==> src/rtl/tdm_demux2.sv <==
// Two-channel bit-interleaved TDM receiver: rebuilds one W-bit word per
// channel from a sync-framed serial stream and holds one frame for a valid/ready consumer.
module tdm_demux2 #(
    parameter int W = 4
) (
    input  logic         clk,
    input  logic         rst_n,
    input  logic         in_valid,
    input  logic         in_sync,
    input  logic         in_bit,
    output logic         out_valid,
    input  logic         out_ready,
    output logic [W-1:0] out_a,
    output logic [W-1:0] out_b,
    output logic         overrun,
    output logic         sync_err,
    input  logic         clr_err
);

    localparam int CW = ($clog2(2 * W) > 0) ? $clog2(2 * W) : 1;
    localparam logic [CW-1:0] LAST = CW'(2 * W - 1);

    typedef enum logic {
        HUNT,
        SHIFT
    } state_t;

    state_t        r_state;
    logic [CW-1:0] r_slot;
    logic [W-1:0]  r_a;
    logic [W-1:0]  r_b;
    logic [W-1:0]  r_out_a;
    logic [W-1:0]  r_out_b;
    logic          r_valid;
    logic          r_overrun;
    logic          r_sync_err;

    logic [CW-1:0] w_slot;
    logic          w_cap;
    logic          w_done;
    logic          w_resync;
    logic          w_load;
    logic          w_drop;
    logic [W-1:0]  w_a_next;
    logic [W-1:0]  w_b_next;

    // A sync beat always lands in slot 0, whatever the current slot is.
    assign w_slot   = in_sync ? '0 : r_slot;
    assign w_cap    = in_valid && (in_sync || r_state == SHIFT);
    assign w_done   = in_valid && !in_sync && r_state == SHIFT && r_slot == LAST;
    assign w_resync = in_valid && in_sync && r_state == SHIFT;
    assign w_load   = w_done && (!r_valid || out_ready);
    assign w_drop   = w_done && r_valid && !out_ready;

    always_comb begin
        w_a_next = r_a;
        w_b_next = r_b;
        if (w_cap) begin
            for (int k = 0; k < W; k++) begin
                if (w_slot == CW'(2 * k))
                    w_a_next[W-1-k] = in_bit;
                if (w_slot == CW'(2 * k + 1))
                    w_b_next[W-1-k] = in_bit;
            end
        end
    end

    always_ff @(posedge clk or negedge rst_n) begin
        if (!rst_n) begin
            r_state    <= HUNT;
            r_slot     <= '0;
            r_a        <= '0;
            r_b        <= '0;
            r_out_a    <= '0;
            r_out_b    <= '0;
            r_valid    <= 1'b0;
            r_overrun  <= 1'b0;
            r_sync_err <= 1'b0;
        end else begin
            if (w_cap) begin
                r_a <= w_a_next;
                r_b <= w_b_next;
            end

            if (in_valid) begin
                if (in_sync) begin
                    r_state <= SHIFT;
                    r_slot  <= CW'(1);
                end else if (r_state == SHIFT) begin
                    if (r_slot == LAST) begin
                        r_state <= HUNT;
                        r_slot  <= '0;
                    end else begin
                        r_slot <= r_slot + CW'(1);
                    end
                end
            end

            // Completed words come from the next-value bus so the last bit is included.
            if (w_load) begin
                r_valid <= 1'b1;
                r_out_a <= w_a_next;
                r_out_b <= w_b_next;
            end else if (r_valid && out_ready) begin
                r_valid <= 1'b0;
            end

            if (w_drop)
                r_overrun <= 1'b1;
            else if (clr_err)
                r_overrun <= 1'b0;

            if (w_resync)
                r_sync_err <= 1'b1;
            else if (clr_err)
                r_sync_err <= 1'b0;
        end
    end

    assign out_valid = r_valid;
    assign out_a     = r_out_a;
    assign out_b     = r_out_b;
    assign overrun   = r_overrun;
    assign sync_err  = r_sync_err;

endmodule

==> config.mk <==
export PLATFORM = sky130hd
export DESIGN_NAME = tdm_demux2
export DESIGN_NICKNAME = d
export VERILOG_FILES = /design/src/rtl/tdm_demux2.sv
export SDC_FILE = /design/constraint.sdc
export NUM_CORES = 1
export LEC_CHECK = 0
export ABC_AREA = 0
export CAP_MARGIN = 20
export CORE_MARGIN = 3
export CORE_UTILIZATION = 25
export DETAILED_ROUTE_END_ITERATION = 7
export HOLD_SLACK_MARGIN = 0.08
export PLACE_DENSITY_LB_ADDON = 0.2
export SLEW_MARGIN = 10
export SYNTH_ARGS = -nofsm -noshare
export SYNTH_HDL_FRONTEND = slang
export SYNTH_SLANG_ARGS = --single-unit
==> constraint.sdc <==
create_clock -name clk -period 2.1 [get_ports clk]
set_clock_uncertainty 0.15 [all_clocks]
set_input_delay 0.21 -clock clk [delete_from_list [all_inputs] [get_ports clk]]
set_output_delay 0.21 -clock clk [all_outputs]
set_load 0.03 [all_outputs]
After elaboration in Yosys (flattened, before gate mapping)
Cells that the tools add are included.
{"block": "totals", "ff_bits": 23, "input_bits": 7, "output_inout_bits": 11, "elab_cells": 61}
{"block": "classes", "add_sub_neg": 1, "eq_ne": 8, "mux": 22, "reduce_logical": 21}
{"op": "1-bit 2-to-1 mux", "count": 16}
{"op": "3-bit == test (second input constant)", "count": 5}
{"op": "3-bit 2-to-1 mux", "count": 4}
{"op": "1-bit logical AND", "count": 10}
{"op": "4-bit 2-to-1 mux", "count": 2}
{"op": "2-bit nonzero test", "count": 4}
{"op": "3-bit by 2-bit == test with 1-bit output (second input constant)", "count": 2}
{"op": "3-bit by 1-bit adder with 3-bit output (second input constant)", "count": 1}
{"op": "3-bit by 1-bit == test with 1-bit output (second input constant)", "count": 1}
{"op": "1-bit zero test", "count": 3}
{"op": "3-bit zero test", "count": 1}
{"op": "1-bit logical OR", "count": 2}
{"op": "2-bit AND reduction", "count": 1}

Depth between registers and ports, before layout
{"block": "logic_depth", "ltp_word": 7, "ltp_mapped": 7, "mapped_depth_nobuf": 5}

Least setup slack after synthesis
Ideal clock, no wire load.
{"block": "synth_path", "kind": "reg-to-reg", "startpoint": "register r_slot[0]", "endpoint": "register r_out_a[3], in the netlist out_a[3]", "setup_ns": 0.125, "arrival_ns": 1.628, "t_required_ns": 1.825, "slack_ns": 0.197, "stages_incl_launch_ff": 8, "n_path_buf": 2, "period_less_slack_ns": 1.903, "path_cell_list": "dfrtp_1 ha_1 ha_1 and4b_1 buf_6 and2_4 buf_6 mux2_4"}
{"block": "synth_between", "elab_chain_cells": 4, "elab_cells_between_ends": 7, "classes_between": "eq/ne: 1; mux: 3; reduce/logical: 3"}
{"item": "from (decl)", "line": "29", "rtl": "logic [CW-1:0] r_slot;"}
{"item": "from (signal assigned)", "line": "94", "rtl": "r_slot <= r_slot + CW'(1);"}
{"item": "3-bit 2-to-1 mux", "line": "48", "rtl": "assign w_slot = in_sync ? '0 : r_slot;"}
{"item": "3-bit zero test", "line": "60", "rtl": "if (w_slot == CW'(2 * k))"}
{"item": "1-bit 2-to-1 mux", "line": "60"}
{"item": "4-bit 2-to-1 mux", "line": "58", "rtl": "if (w_cap) begin"}
{"item": "to (signal assigned)", "line": "102", "rtl": "r_out_a <= w_a_next;"}
{"item": "to (decl)", "line": "32", "rtl": "logic [W-1:0] r_out_a;"}
Parallel ways exist; a longest one is shown, timed or not.
A chain may end at the register's enable or synchronous reset.

Final worst setup path
Ends and elaborated chain as after synthesis.

==> impl_metrics.env <==
export IMPL_status="finished clean"
export IMPL_antenna_found_initial=0
export IMPL_fmax_mhz=568.6
export IMPL_syn_nets=119
export IMPL_area_delta_synth_final_pct=25.71
export IMPL_hold_violations=0
export IMPL_dieArea_mm2=0.005253
export IMPL_grtUsageTotal_pct=10.69
export IMPL_hold_ws_ns=0.1484
export IMPL_synth_common_cells="dfrtp_1 (23), nand2_1 (18), o21ai_0 (9)"
export IMPL_ir_drop_mv=0.2840
export IMPL_synth_main_ff_cell="dfrtp_1"
export IMPL_pwr_share_comb_pct=34.8
export IMPL_worst_pin_slew_ns=0.4444
export IMPL_worstRegToRegCells=5
export IMPL_synth_most_common_cell="dfrtp_1"
export IMPL_ioPinCount=18
export IMPL_synth_seq_area_share_pct=52.10
export IMPL_finalSetupViolCount=0
export IMPL_synth_top_area_cell="dfrtp_1"
export IMPL_post_cts_buffers=0
export IMPL_seqPwrFrac_pct=45.6
export IMPL_yosysTopAreaCellShare_pct=52.10
export IMPL_totalNegativeSetupSlack_ns=0
export IMPL_n_antenna_cell=0
export IMPL_cts_repair_resized=0
export IMPL_cts_buffers_inserted=3
export IMPL_worst_ep_arrival_time_ns=1.75
export IMPL_worstHoldPathType="in -> async"
export IMPL_crit_fanout=8
export IMPL_synth_edf_count=0
export IMPL_synth_area_leaders="dfrtp_1 (52%), nand2_1 (6.1%), o21ai_0 (4.1%), a31oi_1 (4.0%), a21oi_1 (3.2%)"
export IMPL_syn_inst=110
export IMPL_cts_htree_levels=1
export IMPL_worstReg2RegStart="r_slot[0]"
export IMPL_rsz0062_at_grt="no"
export IMPL_ys_seq_elements=23
export IMPL_grt_ovfl_total=0
export IMPL_crit_path_end_kind="register"
export IMPL_vias=872
export IMPL_die_h_um=72.48
export IMPL_vias_per_cell=4.844
export IMPL_die_x_um=72.48
export IMPL_internal_power_mw=0.8977
export IMPL_ant_nets=0
export IMPL_cts_tree="built"
export IMPL_clk_path_buf_depth=2
export IMPL_power_leakage_nw=0.6244
export IMPL_place_gp_congestion=0.8140
export IMPL_critPathCapture="out_a[3]"
export IMPL_crit_required_ns=2.09
export IMPL_num_rows=23
export IMPL_slew_headroom_pct=69.96
export IMPL_power_density_mw_per_mm2=973.4
export IMPL_yosys_warnings=0
export IMPL_start_util_pct=26.66
export IMPL_wire_per_inst_um=13.74
export IMPL_syn_mean_instance_area_um2=10.04
export IMPL_io_buffers=17
export IMPL_power_share_clock_pct=19.6
export IMPL_maxCapViolCount=0
export IMPL_r2r_setup_slack_ns=0.34
export IMPL_coreArea_mm2=0.004144
export IMPL_fin_crit_sh_pct=83.75
export IMPL_period_needed_ns=1.759
export IMPL_drt_pass1_iter_count=4
export IMPL_rr_endpoint="out_a[3]"
export IMPL_grt_pass1_wl_mm=4.374
export IMPL_insertion_delay_ns=0.26
export IMPL_root_buffer="clkbuf_8"
export IMPL_first_global_vias=897
export IMPL_path_class="reg -> reg"
export IMPL_startpoint="r_slot[0]"
export IMPL_dpl_cell_count=176
export IMPL_cp_start_kind="register"
export IMPL_drv_slew=0
export IMPL_ys_async_sr_fraction_pct=100.0
export IMPL_layout_drive_gt1_share_pct=10.77
export IMPL_switching_share_pct=33.59
export IMPL_path_clk_slew_ns=0.08
export IMPL_netSwitchingPower_mw=0.4541
export IMPL_syn_area_mm2=0.001105
export IMPL_drt_first_iter_violations=33
export IMPL_post_dp_hpwl_mm=1.827
export IMPL_yosysUniqueCellTypes=29
export IMPL_hold_buffers=0
export IMPL_drc=0
export IMPL_num_nets_final=140
export IMPL_finalWirelength_mm=2.474
export IMPL_cts_sinks=23
export IMPL_grt_max_degree=24
export IMPL_stdcell_count=180
## area by class of cell
class | instances | area [um^2]
Clock buffer | 4 | 45.04
Fill cell | 444 | 2755
Inverter | 4 | 15.01
Multi-Input combinational cell | 75 | 467.9
Sequential cell | 23 | 575.6
Tap cell | 50 | 62.56
Timing Repair Buffer | 24 | 222.7
## sequential cells by signal (all words and copies together), names as in the netlist
name,flops
out_a,4
out_b,4
r_a,4
r_b,4
r_slot,3
out_valid,1
overrun,1
r_state,1
sync_err,1
## kinds of logic after synthesis
group                      after synthesis  synth area share, %
muxes                                    3                3.284
buffers and inverters                   12                5.548
DFF                                     23                52.09
adders and majority gates                2                2.265
and+or+nand+nor                         40                21.06
AOI/OAI and AO/OA                       30                15.74
## worst max-delay path: stages (launching register included)
cell     delay, ns
dfrtp_1       0.39
ha_1          0.20
ha_1          0.23
and4b_1       0.22
and2_4        0.17
mux2_4        0.29
## routing by layer
| metal | share of wire [%] | GRT usage [%] |
|---|---|---|
| met5 | 0 | 0 |
| met4 | 1.3 | 5.123 |
| met3 | 3.2 | 1.939 |
| met2 | 49 | 16.89 |
| met1 | 46 | 14.09 |
## power by group through the flow
stage	sequential (mW)	combinational (mW)	clock (mW)
final	0.616	0.471	0.265
after global routing	0.631	0.528	0.298
after CTS	0.618	0.478	0.281
after detailed placement	0.626	0.476	0
after global placement	0.623	0.471	0
after floorplan	0.703	0.208	0
## worst min-delay path by stage
| stage | start | to | slack, ns | depth (start not counted) |
|---|---|---|---|---|
| 2_1_floorplan | rst_n | out_a[0] | -0.24 | 0 |
| 3_3_place_gp | r_a[1] | r_a[1] | 0.35 | 2 |
| 3_5_place_dp | r_a[3] | r_a[3] | 0.35 | 1 |
| 4_1_cts | rst_n | out_b[3] | 0.16 | 2 |
| 5_1_grt | rst_n | out_valid | 0.17 | 2 |
| 6_report | rst_n | out_b[3] | 0.15 | 2 |
## layout by cell type, fill, tap and decap left out
master           count
dfrtp_1             23
nand2_1             18
clkdlybuf4s50_1     17
o21ai_0              9
a21oi_1              7
a31oi_1              7
buf_4                7
nand2b_1             4
nand3_1              4
inv_1                4
o22ai_1              3
clkbuf_8             3
and3b_1              2
and4b_1              2
nand4b_1             2
nand4_1              2
o21a_1               2
ha_1                 2
nor3b_1              1
and4bb_2             1
nand4bb_1            1
nor2_1               1
o31ai_1              1
and2_4               1
a22o_1               1
nor4b_1              1
mux2_2               1
mux2i_1              1
mux2_4               1
clkbuf_1             1
## through the flow
| stage | setup slack, ns | total power [mW] | util, % | area (um^2) |
|---|---|---|---|---|
| finish | 0.3412 | 1.352 | 33.51 | 1389 |
| global route | 0.2645 | 1.457 | 33.51 | 1389 |
| CTS | 0.3224 | 1.377 | 33.51 | 1389 |
| detailed placement | 0.2129 | 1.103 | 32.43 | 1344 |
| global placement | 0.2302 | 1.094 | 32.43 | 1344 |
| floorplan | 0.1969 | 0.9105 | - | 1105 |
(Power assumes the default switching activity.)
